==> src/rtl/rv_ctrl_pkg.sv <==
// rv_ctrl_pkg
// Shared definitions for the RV32I multicycle controller:
//   - statetype_t : FSM state encoding (4 bits, FETCH = 0 ... TRAP = 11)
//   - OP_*        : the opcodes the controller recognises
//   - ALU control, ALUOp and datapath mux-select constants
//   - imm_src()   : immediate-format decode from the opcode
package rv_ctrl_pkg;

    typedef enum logic [3:0] {
        FETCH    = 4'd0,
        DECODE   = 4'd1,
        MEMADR   = 4'd2,
        MEMREAD  = 4'd3,
        MEMWB    = 4'd4,
        MEMWRITE = 4'd5,
        EXECUTER = 4'd6,
        EXECUTEI = 4'd7,
        ALUWB    = 4'd8,
        BEQ      = 4'd9,
        JAL      = 4'd10,
        TRAP     = 4'd11
    } statetype_t;

    localparam logic [6:0] OP_LW  = 7'b0000011;
    localparam logic [6:0] OP_SW  = 7'b0100011;
    localparam logic [6:0] OP_R   = 7'b0110011;
    localparam logic [6:0] OP_I   = 7'b0010011;
    localparam logic [6:0] OP_BEQ = 7'b1100011;
    localparam logic [6:0] OP_JAL = 7'b1101111;

    localparam logic [2:0] ALU_ADD = 3'b000;
    localparam logic [2:0] ALU_SUB = 3'b001;
    localparam logic [2:0] ALU_AND = 3'b010;
    localparam logic [2:0] ALU_OR  = 3'b011;
    localparam logic [2:0] ALU_SLT = 3'b101;

    localparam logic [1:0] ALUOP_ADD   = 2'b00;
    localparam logic [1:0] ALUOP_SUB   = 2'b01;
    localparam logic [1:0] ALUOP_FUNCT = 2'b10;

    localparam logic [1:0] RES_ALUOUT    = 2'b00;
    localparam logic [1:0] RES_DATA      = 2'b01;
    localparam logic [1:0] RES_ALURESULT = 2'b10;

    localparam logic [1:0] SRCA_PC    = 2'b00;
    localparam logic [1:0] SRCA_OLDPC = 2'b01;
    localparam logic [1:0] SRCA_A     = 2'b10;

    localparam logic [1:0] SRCB_WD   = 2'b00;
    localparam logic [1:0] SRCB_IMM  = 2'b01;
    localparam logic [1:0] SRCB_FOUR = 2'b10;

    localparam logic [1:0] IMM_I = 2'b00;
    localparam logic [1:0] IMM_S = 2'b01;
    localparam logic [1:0] IMM_B = 2'b10;
    localparam logic [1:0] IMM_J = 2'b11;

    // Immediate format is a pure function of the opcode; loads, ALU
    // immediates and anything unrecognised all use the I-type layout.
    function automatic logic [1:0] imm_src(input logic [6:0] op);
        case (op)
            OP_SW:   imm_src = IMM_S;
            OP_BEQ:  imm_src = IMM_B;
            OP_JAL:  imm_src = IMM_J;
            default: imm_src = IMM_I;
        endcase
    endfunction

endpackage

==> src/rtl/rv_alu_dec.sv <==
// rv_alu_dec
// Combinational ALU decoder.
// Ports:
//   alu_op      in  2  00 add, 01 sub, 10 decode from funct fields
//   funct3      in  3  Instr[14:12]
//   op5         in  1  Instr[5], separates R-type from I-type
//   funct7b5    in  1  Instr[30]
//   alu_control out 3  ALU operation select
module rv_alu_dec
    import rv_ctrl_pkg::*;
(
    input  logic [1:0] alu_op,
    input  logic [2:0] funct3,
    input  logic       op5,
    input  logic       funct7b5,
    output logic [2:0] alu_control
);

    // Subtract only for R-type with funct7[5] set; for addi bit 30 is
    // just immediate data, so op5 must qualify it.
    always_comb begin
        alu_control = ALU_ADD;
        case (alu_op)
            ALUOP_ADD: alu_control = ALU_ADD;
            ALUOP_SUB: alu_control = ALU_SUB;
            ALUOP_FUNCT: begin
                case (funct3)
                    3'b000:  alu_control = (op5 && funct7b5) ? ALU_SUB : ALU_ADD;
                    3'b010:  alu_control = ALU_SLT;
                    3'b110:  alu_control = ALU_OR;
                    3'b111:  alu_control = ALU_AND;
                    default: alu_control = ALU_ADD;
                endcase
            end
            default: alu_control = ALU_ADD;
        endcase
    end

endmodule

==> src/rtl/rv_multicycle_ctrl.sv <==
// rv_multicycle_ctrl
// Multicycle FSM controller for a shared-ALU, unified-memory RV32I datapath.
// Ports:
//   clk, reset            clock, asynchronous active-high reset
//   i_Op/i_Funct3/i_Funct7b5  instruction fields from IR
//   i_Zero, i_MemReady    ALU zero flag, memory access completes this cycle
//   o_MemReq/o_MemWrite/o_AdrSrc  memory request, store strobe, address mux
//   o_IRWrite/o_PCWrite/o_RegWrite  architectural register write enables
//   o_ResultSrc/o_ALUSrcA/o_ALUSrcB/o_ImmSrc/o_ALUControl  datapath selects
//   o_Retire/o_Retired    completion pulse and retired-instruction count
//   o_Trap                sticky illegal-opcode flag
module rv_multicycle_ctrl
    import rv_ctrl_pkg::*;
#(
    parameter int CNT_W = 32
) (
    input  logic             clk,
    input  logic             reset,
    input  logic [6:0]       i_Op,
    input  logic [2:0]       i_Funct3,
    input  logic             i_Funct7b5,
    input  logic             i_Zero,
    input  logic             i_MemReady,
    output logic             o_MemReq,
    output logic             o_AdrSrc,
    output logic             o_MemWrite,
    output logic             o_IRWrite,
    output logic             o_PCWrite,
    output logic             o_RegWrite,
    output logic [1:0]       o_ResultSrc,
    output logic [1:0]       o_ALUSrcA,
    output logic [1:0]       o_ALUSrcB,
    output logic [1:0]       o_ImmSrc,
    output logic [2:0]       o_ALUControl,
    output logic             o_Retire,
    output logic [CNT_W-1:0] o_Retired,
    output logic             o_Trap
);

    statetype_t       state_q, state_d;
    logic [1:0]       alu_op;
    logic             mem_req, mem_write, ir_write, pc_write, reg_write;
    logic             retire, trap;
    logic [CNT_W-1:0] retired_q;

    // State register; reset drops any in-flight instruction back to FETCH.
    always_ff @(posedge clk or posedge reset) begin
        if (reset) state_q <= FETCH;
        else       state_q <= state_d;
    end

    // Next-state logic. Memory states hold until the access completes;
    // TRAP is absorbing and only reset leaves it.
    always_comb begin
        state_d = state_q;
        case (state_q)
            FETCH:    if (i_MemReady) state_d = DECODE;
            DECODE: begin
                case (i_Op)
                    OP_LW, OP_SW: state_d = MEMADR;
                    OP_R:         state_d = EXECUTER;
                    OP_I:         state_d = EXECUTEI;
                    OP_BEQ:       state_d = BEQ;
                    OP_JAL:       state_d = JAL;
                    default:      state_d = TRAP;
                endcase
            end
            MEMADR:   state_d = i_Op[5] ? MEMWRITE : MEMREAD;
            MEMREAD:  if (i_MemReady) state_d = MEMWB;
            MEMWB:    state_d = FETCH;
            MEMWRITE: if (i_MemReady) state_d = FETCH;
            EXECUTER: state_d = ALUWB;
            EXECUTEI: state_d = ALUWB;
            ALUWB:    state_d = FETCH;
            BEQ:      state_d = FETCH;
            JAL:      state_d = ALUWB;
            TRAP:     state_d = TRAP;
            default:  state_d = FETCH;
        endcase
    end

    // Per-state output decode. Mux selects are Moore; only the PC/IR write
    // enables and the retire pulse look at MemReady or Zero.
    always_comb begin
        mem_req     = 1'b0;
        o_AdrSrc    = 1'b0;
        mem_write   = 1'b0;
        ir_write    = 1'b0;
        pc_write    = 1'b0;
        reg_write   = 1'b0;
        retire      = 1'b0;
        trap        = 1'b0;
        o_ResultSrc = RES_ALUOUT;
        o_ALUSrcA   = SRCA_PC;
        o_ALUSrcB   = SRCB_WD;
        alu_op      = ALUOP_ADD;
        case (state_q)
            FETCH: begin
                mem_req     = 1'b1;
                o_ALUSrcB   = SRCB_FOUR;
                o_ResultSrc = RES_ALURESULT;
                ir_write    = i_MemReady;
                pc_write    = i_MemReady;
            end
            DECODE: begin
                o_ALUSrcA = SRCA_OLDPC;
                o_ALUSrcB = SRCB_IMM;
            end
            MEMADR: begin
                o_ALUSrcA = SRCA_A;
                o_ALUSrcB = SRCB_IMM;
            end
            MEMREAD: begin
                mem_req  = 1'b1;
                o_AdrSrc = 1'b1;
            end
            MEMWB: begin
                o_ResultSrc = RES_DATA;
                reg_write   = 1'b1;
                retire      = 1'b1;
            end
            MEMWRITE: begin
                mem_req   = 1'b1;
                mem_write = 1'b1;
                o_AdrSrc  = 1'b1;
                retire    = i_MemReady;
            end
            EXECUTER: begin
                o_ALUSrcA = SRCA_A;
                o_ALUSrcB = SRCB_WD;
                alu_op    = ALUOP_FUNCT;
            end
            EXECUTEI: begin
                o_ALUSrcA = SRCA_A;
                o_ALUSrcB = SRCB_IMM;
                alu_op    = ALUOP_FUNCT;
            end
            ALUWB: begin
                reg_write = 1'b1;
                retire    = 1'b1;
            end
            BEQ: begin
                o_ALUSrcA = SRCA_A;
                o_ALUSrcB = SRCB_WD;
                alu_op    = ALUOP_SUB;
                pc_write  = i_Zero;
                retire    = 1'b1;
            end
            JAL: begin
                o_ALUSrcA = SRCA_OLDPC;
                o_ALUSrcB = SRCB_FOUR;
                pc_write  = 1'b1;
            end
            TRAP:    trap = 1'b1;
            default: trap = 1'b0;
        endcase
    end

    // Strobes are forced low for as long as reset is held, even though the
    // FETCH state itself would otherwise request memory.
    always_comb begin
        o_MemReq   = mem_req   & ~reset;
        o_MemWrite = mem_write & ~reset;
        o_IRWrite  = ir_write  & ~reset;
        o_PCWrite  = pc_write  & ~reset;
        o_RegWrite = reg_write & ~reset;
        o_Retire   = retire    & ~reset;
        o_Trap     = trap      & ~reset;
        o_ImmSrc   = imm_src(i_Op);
    end

    rv_alu_dec u_alu_dec (
        .alu_op      (alu_op),
        .funct3      (i_Funct3),
        .op5         (i_Op[5]),
        .funct7b5    (i_Funct7b5),
        .alu_control (o_ALUControl)
    );

    // Retired-instruction counter, wraps naturally at 2^CNT_W.
    always_ff @(posedge clk or posedge reset) begin
        if (reset)         retired_q <= '0;
        else if (o_Retire) retired_q <= retired_q + {{(CNT_W-1){1'b0}}, 1'b1};
    end

    assign o_Retired = retired_q;

endmodule

==> config.mk <==
export PLATFORM = sky130hd
export DESIGN_NAME = rv_multicycle_ctrl
export DESIGN_NICKNAME = d
export VERILOG_FILES = /design/src/rtl/rv_ctrl_pkg.sv /design/src/rtl/rv_alu_dec.sv /design/src/rtl/rv_multicycle_ctrl.sv
export SDC_FILE = /design/constraint.sdc
export NUM_CORES = 1
export LEC_CHECK = 0
export BUFFER_PORTS_ARGS = -buffer_cell sky130_fd_sc_hd__buf_4
export CAP_MARGIN = 20
export CORE_ASPECT_RATIO = 0.7
export CORE_MARGIN = 5
export CORE_UTILIZATION = 51
export DETAILED_ROUTE_END_ITERATION = 8
export MAX_ROUTING_LAYER = met4
export PLACE_DENSITY = 0.81
export SLEW_MARGIN = 20
export SYNTH_ARGS = -nofsm -noshare
export SYNTH_HDL_FRONTEND = slang
export SYNTH_SLANG_ARGS = --single-unit
==> constraint.sdc <==
create_clock -name clk -period 1.79 [get_ports clk]
set_input_delay 0.0895 -clock clk [delete_from_list [all_inputs] [get_ports clk]]
set_output_delay 0.0895 -clock clk [all_outputs]
set_load 0.02 [all_outputs]
==> qor.yml, run 1 <==
critical_path:
  crit_fanout: 6
  crit_slowest_cell: "dfrtp_2"
  cpMostUsedCell: "buf_4"
  end_kind: "output port"
  cp-start-kind: "flop"
  crit_family: "buffers and inverters"
  crit_required_ns: 1.70
  crit_buf_inv: 3
  path_cells: "buf_6 -> buf_4 -> xnor2_1 -> nand2_1 -> a211oi_1 -> buf_4"
  arrival_ns: 1.73
  slowest_delay_ns: 0.44
  path_class: "reg -> out"
drt:
  vias: 2037
  ant_nets: 0
  firstDrtPassIters: 4
  drc: 0
  via_per_inst: 5.51
  wl_per_cell_um: 15.3
  first_iter_violations: 147
  wl_um: 5660
outcome:
  violations: "negative setup slack"
  outcome: "finished with violations"
placement:
  port_buffers: 65
  hpwl_um: 4140
  dpl_worst_slack_ns: 0.0950
  post-place-cells: 354
  globalplace.congestion: 0.911
logic_synthesis:
  synth_edf_count: 0
  syn_inst: 229
  synth_xor_area_share_pct: 13.9
  seq_area_frac_synth_pct: 42.2
  synthMuxAreaShare_pct: 1.52
  synth_warnings: 0
  synth_top_family_by_area: "simple AND/OR/NAND/NOR gates"
  synthDistinctLibCells: 44
  ys_ff_latch: 36
  dominantRegCellSynth: "dfrtp_1"
  syn_area_um2: 2140
  synthAdderAreaFrac_pct: 1.76
  syn_nets: 247
  ys_async_sr_fraction_pct: 100
  yosys.area_share.simple_pct: 28.7
  syn_avg_cell_area_um2: 9.33
  synth_compound_area_share_pct: 7.38
die:
  coreArea_um2: 3990
  die_h_um: 64.2
  die_x_um: 87.4
  boundaryPins: 66
  dieArea_um2: 5610
  start_util_pct: 53.5
  rows: 19
cells_and_area:
  fin_util_pct: 76.6
  nets: 335
  antenna_cells: 0
  layout-drive-gt1-share_pct: 42.1
  area_delta_synth_final_pct: 43.1
  final_cells: 370
worst_hold_path:
  min_path_type: "in -> reg"
clock_tree:
  clock-root-buffer: "clkbuf_8"
  clk_pin_slew_ns: 0.06
  cts_made_buffers: 5
  cts_tree: "done"
  cts.sink_count: 36
  clockBufferDepth: 2
  cts_htree_levels: 2
  clock_latency_ns: 0.29
global_route:
  grt-ovfl-total: 0
  grt_pass1_wl_um: 8990
  grt_max_degree: 20
  grt-busiest-layer: "met1"
  gr-usage-met3_pct: 4.62
  grt_pass1_vias: 1872
  met2_usage_pct: 28.3
  grt_use_met1_pct: 31.1
  grt_usage_pct: 20.7
  antenna_found_initial: 0
sta:
  fmax_mhz: 550
  rsz0062_at_grt: "true"
  fin_skew_ns: 0.00189
  period_share_pct: 102
  finalSetupTns_ns: -0.0584
  layout_min_cycle_time_ns: 1.82
  drv_slew: 0
  slew_headroom_pct: 79.9
  worst_pin_slew_ns: 0.301
  setup_viol: 3
  layout_setup_ws_ns: -0.0279
  finalHoldViolCount: 0
pwr:
  totalPowerFinal_mw: 3.56
  ir_drop_uv: 757
  power.leakage_nw: 1.51
  powerDensity_nw_per_um2: 1160
job:
  cap_violations: 0
cell type report:
type	instances	area [µm²]
Multi-Input combinational cell	171	1260
Fill cell	250	936
Sequential cell	36	906
Timing Repair Buffer	90	689
Clock buffer	8	90.1
Tap cell	52	65.1
Inverter	13	48.8
path summary, 6_finish.rpt:
path                       cells after the start            end     startpoint  slack, ns
max in group asynchronous                      4  o_Retired[12]          reset       1.10
min                                            4     state_q[1]        i_Op[5]       0.14
min in group asynchronous                      4  o_Retired[20]          reset       0.47
min reg2reg                                    1  o_Retired[31]  o_Retired[31]       0.47
max reg2reg                                    6  o_Retired[14]   o_Retired[1]       0.09
max                                            6       o_MemReq     state_q[0]      -0.03
layout by cell type, fill, tap and decap left out, types with 3 or more instances in the layout:
cell type and instances:
xor2_1 15, inv_1 10, nor3_2 5, nor3_1 5
dfrtp_2 4, o21ai_0 7, nand3_1 12, inv_2 3
nand2_1 16, a21oi_1 5, nor2b_1 3, nor2_1 24
dfrtp_1 32, clkbuf_8 6, buf_4 86, nand4_1 8
nor4_1 3, buf_6 3, xnor2_1 19, and2_1 3
synthesized netlist by cell type, types with 2 or more instances:
master	count	area (µm²)
and4_1	2	17.5
a22oi_1	2	15.0
inv_1	13	48.8
nor2b_1	5	31.3
nand3_1	12	60.1
nand2b_1	4	25.0
and2_1	4	25.0
ha_1	3	37.5
nand2_1	18	67.6
clkbuf_1	5	18.8
buf_2	2	10.0
xor2_1	15	131
a21oi_1	6	30.0
nor2_1	26	97.6
o31ai_1	2	15.0
o21ai_0	7	35.0
dfrtp_1	36	901
xnor2_1	19	166
nand4_1	8	50.1
and3_1	4	25.0
mux2_2	2	22.5
nor3_1	8	40.0
nand4_4	2	42.5
nor3_2	2	20.0
nor4_1	3	18.8
through the flow:
stage / hold slack [ns] / instance area (µm²)
2_1_floorplan: 0.262 / 2140
3_3_place_gp: 0.199 / 2780
3_5_place_dp: 0.205 / 2780
4_1_cts: 0.134 / 2970
5_1_grt: 0.157 / 3060
6_report: 0.136 / 3060
cell families after synthesis:
group           count (synthesis)
buf+inv                        22
simple gates                  107
fa+ha+maj                       3
mux                             3
xor+xnor                       34
flops                          36
compound gates                 24
where the power goes:
| group | switching, mW | internal [mW] |
|---|---|---|
| Combinational | 1.08 | 0.873 |
| Clock | 0.274 | 0.314 |
| Sequential | 0.106 | 0.913 |
worst reg2reg max path, delay by kind of cell (launching register included):
family	cells	cell delay [ns]
xor+xnor	1	0.11
fa+ha+maj	1	0.22
flops	1	0.43
simple gates	4	0.84
sequential cells by signal, indices dropped and copies added, names as in the netlist:
signal     count
state_q        4
o_Retired     32
metal layers:
metal | wire length, µm | share of wire, %
met5 | 0 | 0
met4 | 90 | 1.6
met3 | 466 | 8.2
met2 | 2480 | 44
met1 | 2610 | 46
repair_timing:
item	4_1_cts	5_1_grt
resized for setup	12	25
endpoints found under the setup margin	6	12
buffers inserted	5	2
endpoints found under the hold margin	36	0
hold buffers	1	0
pin swaps	0	5
Power figures use the tool's default switching activity.
==> inputs of run 2 (changes only) <==
- CORE_MARGIN: 5 -> 2
==> qor.yml, run 2 (synthesized netlist as in run 1, its figures left out) <==
clock_tree:
  clock-root-buffer: "clkbuf_8"  # unchanged
  cts_made_buffers: 5  # unchanged
  clockBufferDepth: 2  # unchanged
  cts.sink_count: 36  # unchanged
  clock_latency_ns: 0.28  # was 0.29 ns
  cts_htree_levels: 2  # unchanged
  clk_pin_slew_ns: 0.07  # was 0.06 ns
  cts_tree: "done"  # unchanged
worst_hold_path:
  min_path_type: "in -> reg"  # unchanged
  min_from: "i_Op[5]"  # unchanged
sta:
  worst_pin_slew_ns: 0.324  # was 0.301 ns
  layout_min_cycle_time_ns: 1.86  # was 1.82 ns
  slew_headroom_pct: 78.3  # was 79.9%
  fin_skew_ns: 0.00600  # was 0.00189 ns
  setup_viol: 1  # was 3
  drv_slew: 0  # unchanged
  holdWs_ns: 0.186  # was 0.136 ns
  period_share_pct: 104  # was 102%
  layout_setup_ws_ns: -0.0657  # was -0.0279 ns
  rsz0062_at_grt: "true"  # unchanged
  fmax_mhz: 539  # was 550 MHz
  finalHoldViolCount: 0  # unchanged
cells_and_area:
  layout_common_cells: "92 x buf_4, 31 x dfrtp_1, 23 x nor2_1"  # was 86 x buf_4, 32 x dfrtp_1, 24 x nor2_1
  nets: 344  # was 335
  area_delta_synth_final_pct: 48.8  # was 43.1%
  final_common_cell: "buf_4"  # unchanged
  layout-drive-gt1-share_pct: 44.6  # was 42.1%
  largest_register_ff_count: 32  # unchanged
  antenna_cells: 0  # unchanged
job:
  cap_violations: 0  # unchanged
outcome:
  violations: "negative setup slack"  # unchanged
  outcome: "finished with violations"  # unchanged
die:
  start_util_pct: 53.8  # was 53.5%
  die_h_um: 58.2  # was 64.2 µm
  coreArea_um2: 3970  # was 3990 µm²
  die_x_um: 81.4  # was 87.4 µm
  rows: 19  # unchanged
  boundaryPins: 66  # unchanged
  dieArea_um2: 4730  # was 5610 µm²
global_route:
  antenna_found_initial: 0  # unchanged
  grt_pass1_vias: 1920  # was 1872
  grt_pass1_wl_um: 9270  # was 8990 µm
  grt_usage_pct: 26.6  # was 20.7%
  grt_max_degree: 23  # was 20
  grt-ovfl-total: 0  # unchanged
drt:
  drc: 0  # unchanged
  wl_per_cell_um: 16.5  # was 15.3 µm
  vias: 2084  # was 2037
  via_per_inst: 5.50  # was 5.51
  wl_um: 6250  # was 5660 µm
  firstDrtPassIters: 4  # unchanged
  first_iter_violations: 189  # was 147
  ant_nets: 0  # unchanged
critical_path:
  end_kind: "output port"  # unchanged
  crit_fanout: 3  # was 6
  cp-startpoint: "state_q[1]"  # was state_q[0]
  cp-start-kind: "flop"  # unchanged
  timing.rr.start: "state_q[2]"  # was o_Retired[1]
  path_class: "reg -> out"  # unchanged
  arrival_ns: 1.77  # was 1.73 ns
  crit_required_ns: 1.70  # about the same
pwr:
  p_sw_mw: 1.57  # was 1.46 mW
  intPower_mw: 2.38  # was 2.10 mW
  powerDensity_nw_per_um2: 1240  # was 1160 nW/µm²
  power_frac_comb_pct: 55.9  # was 54.8%
  power.leakage_nw: 1.58  # was 1.51 nW
  clkPwrFrac_pct: 17.7  # was 16.5%
  swShare_pct: 39.8  # was 41.0%
  p_seq_share_pct: 26.4  # was 28.6%
  totalPowerFinal_mw: 3.95  # was 3.56 mW
  ir_drop_uv: 782  # was 757 µV
placement:
  dpl_worst_slack_ns: 0.0532  # was 0.0950 ns
  hpwl_um: 4040  # was 4140 µm
  globalplace.congestion: 0.923  # was 0.911
  port_buffers: 65  # unchanged
run 2: critical path, stage by stage (launching register included):
cell	delay, ns
dfrtp_1	0.44
inv_2	0.09
nand2_2	0.08
nor2_4	0.12
nand2_4	0.08
ha_4	0.17
nor3b_2	0.14
nor2_1	0.12
nor2_1	0.07
buf_4	0.16
run 2: layout make-up:
| class | count | area [µm²] |
|---|---|---|
| repair buffers | 99 | 768 |
| flip-flops and latches | 36 | 907 |
| well taps | 52 | 65.1 |
| inverters | 13 | 53.8 |
| clock inverters | 2 | 35.0 |
| multi-input cells | 171 | 1280 |
| clock buffers | 6 | 72.6 |
| fillers | 248 | 790 |
run 2: per-layer routing:
metal  wire [µm]  vias up  GRT usage, %
met4          53        0          5.33
li1            -      983             -
met3         387        7          5.14
met5           0        -             -
met2        3040       83          38.9
met1        2770     1011          38.9
run 2: worst paths after layout:
check,endpoint,slack [ns],cells after the start
max in group asynchronous,o_Retired[12],1.05,4
worst min register to register,o_Retired[31],0.48,1
worst max register to register,o_Retired[24],0.05,6
min in group asynchronous,state_q[0],0.45,4
worst max-delay path,o_ALUControl[0],-0.07,9
worst min-delay path,state_q[1],0.19,4
run 2: stage by stage:
step / setup TNS, ns / util, % / std cells / area, µm²
CTS: -0.0162 / 74.8 / 370 / 2970
global route: -0.281 / 80.1 / 379 / 3180
floorplan: 0 / - / 229 / 2140
detailed placement: 0 / 70.1 / 355 / 2780
finish: -0.0657 / 80.1 / 379 / 3180
global placement: 0 / 70.1 / 355 / 2780
run 2: repair_timing:
item | in CTS | in global routing
endpoints found under the hold margin | 36 | 0
hold buffers | 1 | 0
gates resized for setup | 8 | 38
endpoints found under the setup margin | 5 | 14
pin swaps | 2 | 8
setup buffers | 6 | 9
run 2: power groups by stage:
stage	sequential, mW	combinational [mW]	clock, mW
3_5_place_dp	1.03	1.57	0
6_report	1.04	2.21	0.698
3_3_place_gp	1.02	1.55	0
2_1_floorplan	1.07	0.923	0
5_1_grt	1.05	2.35	0.750
4_1_cts	1.02	1.73	0.708
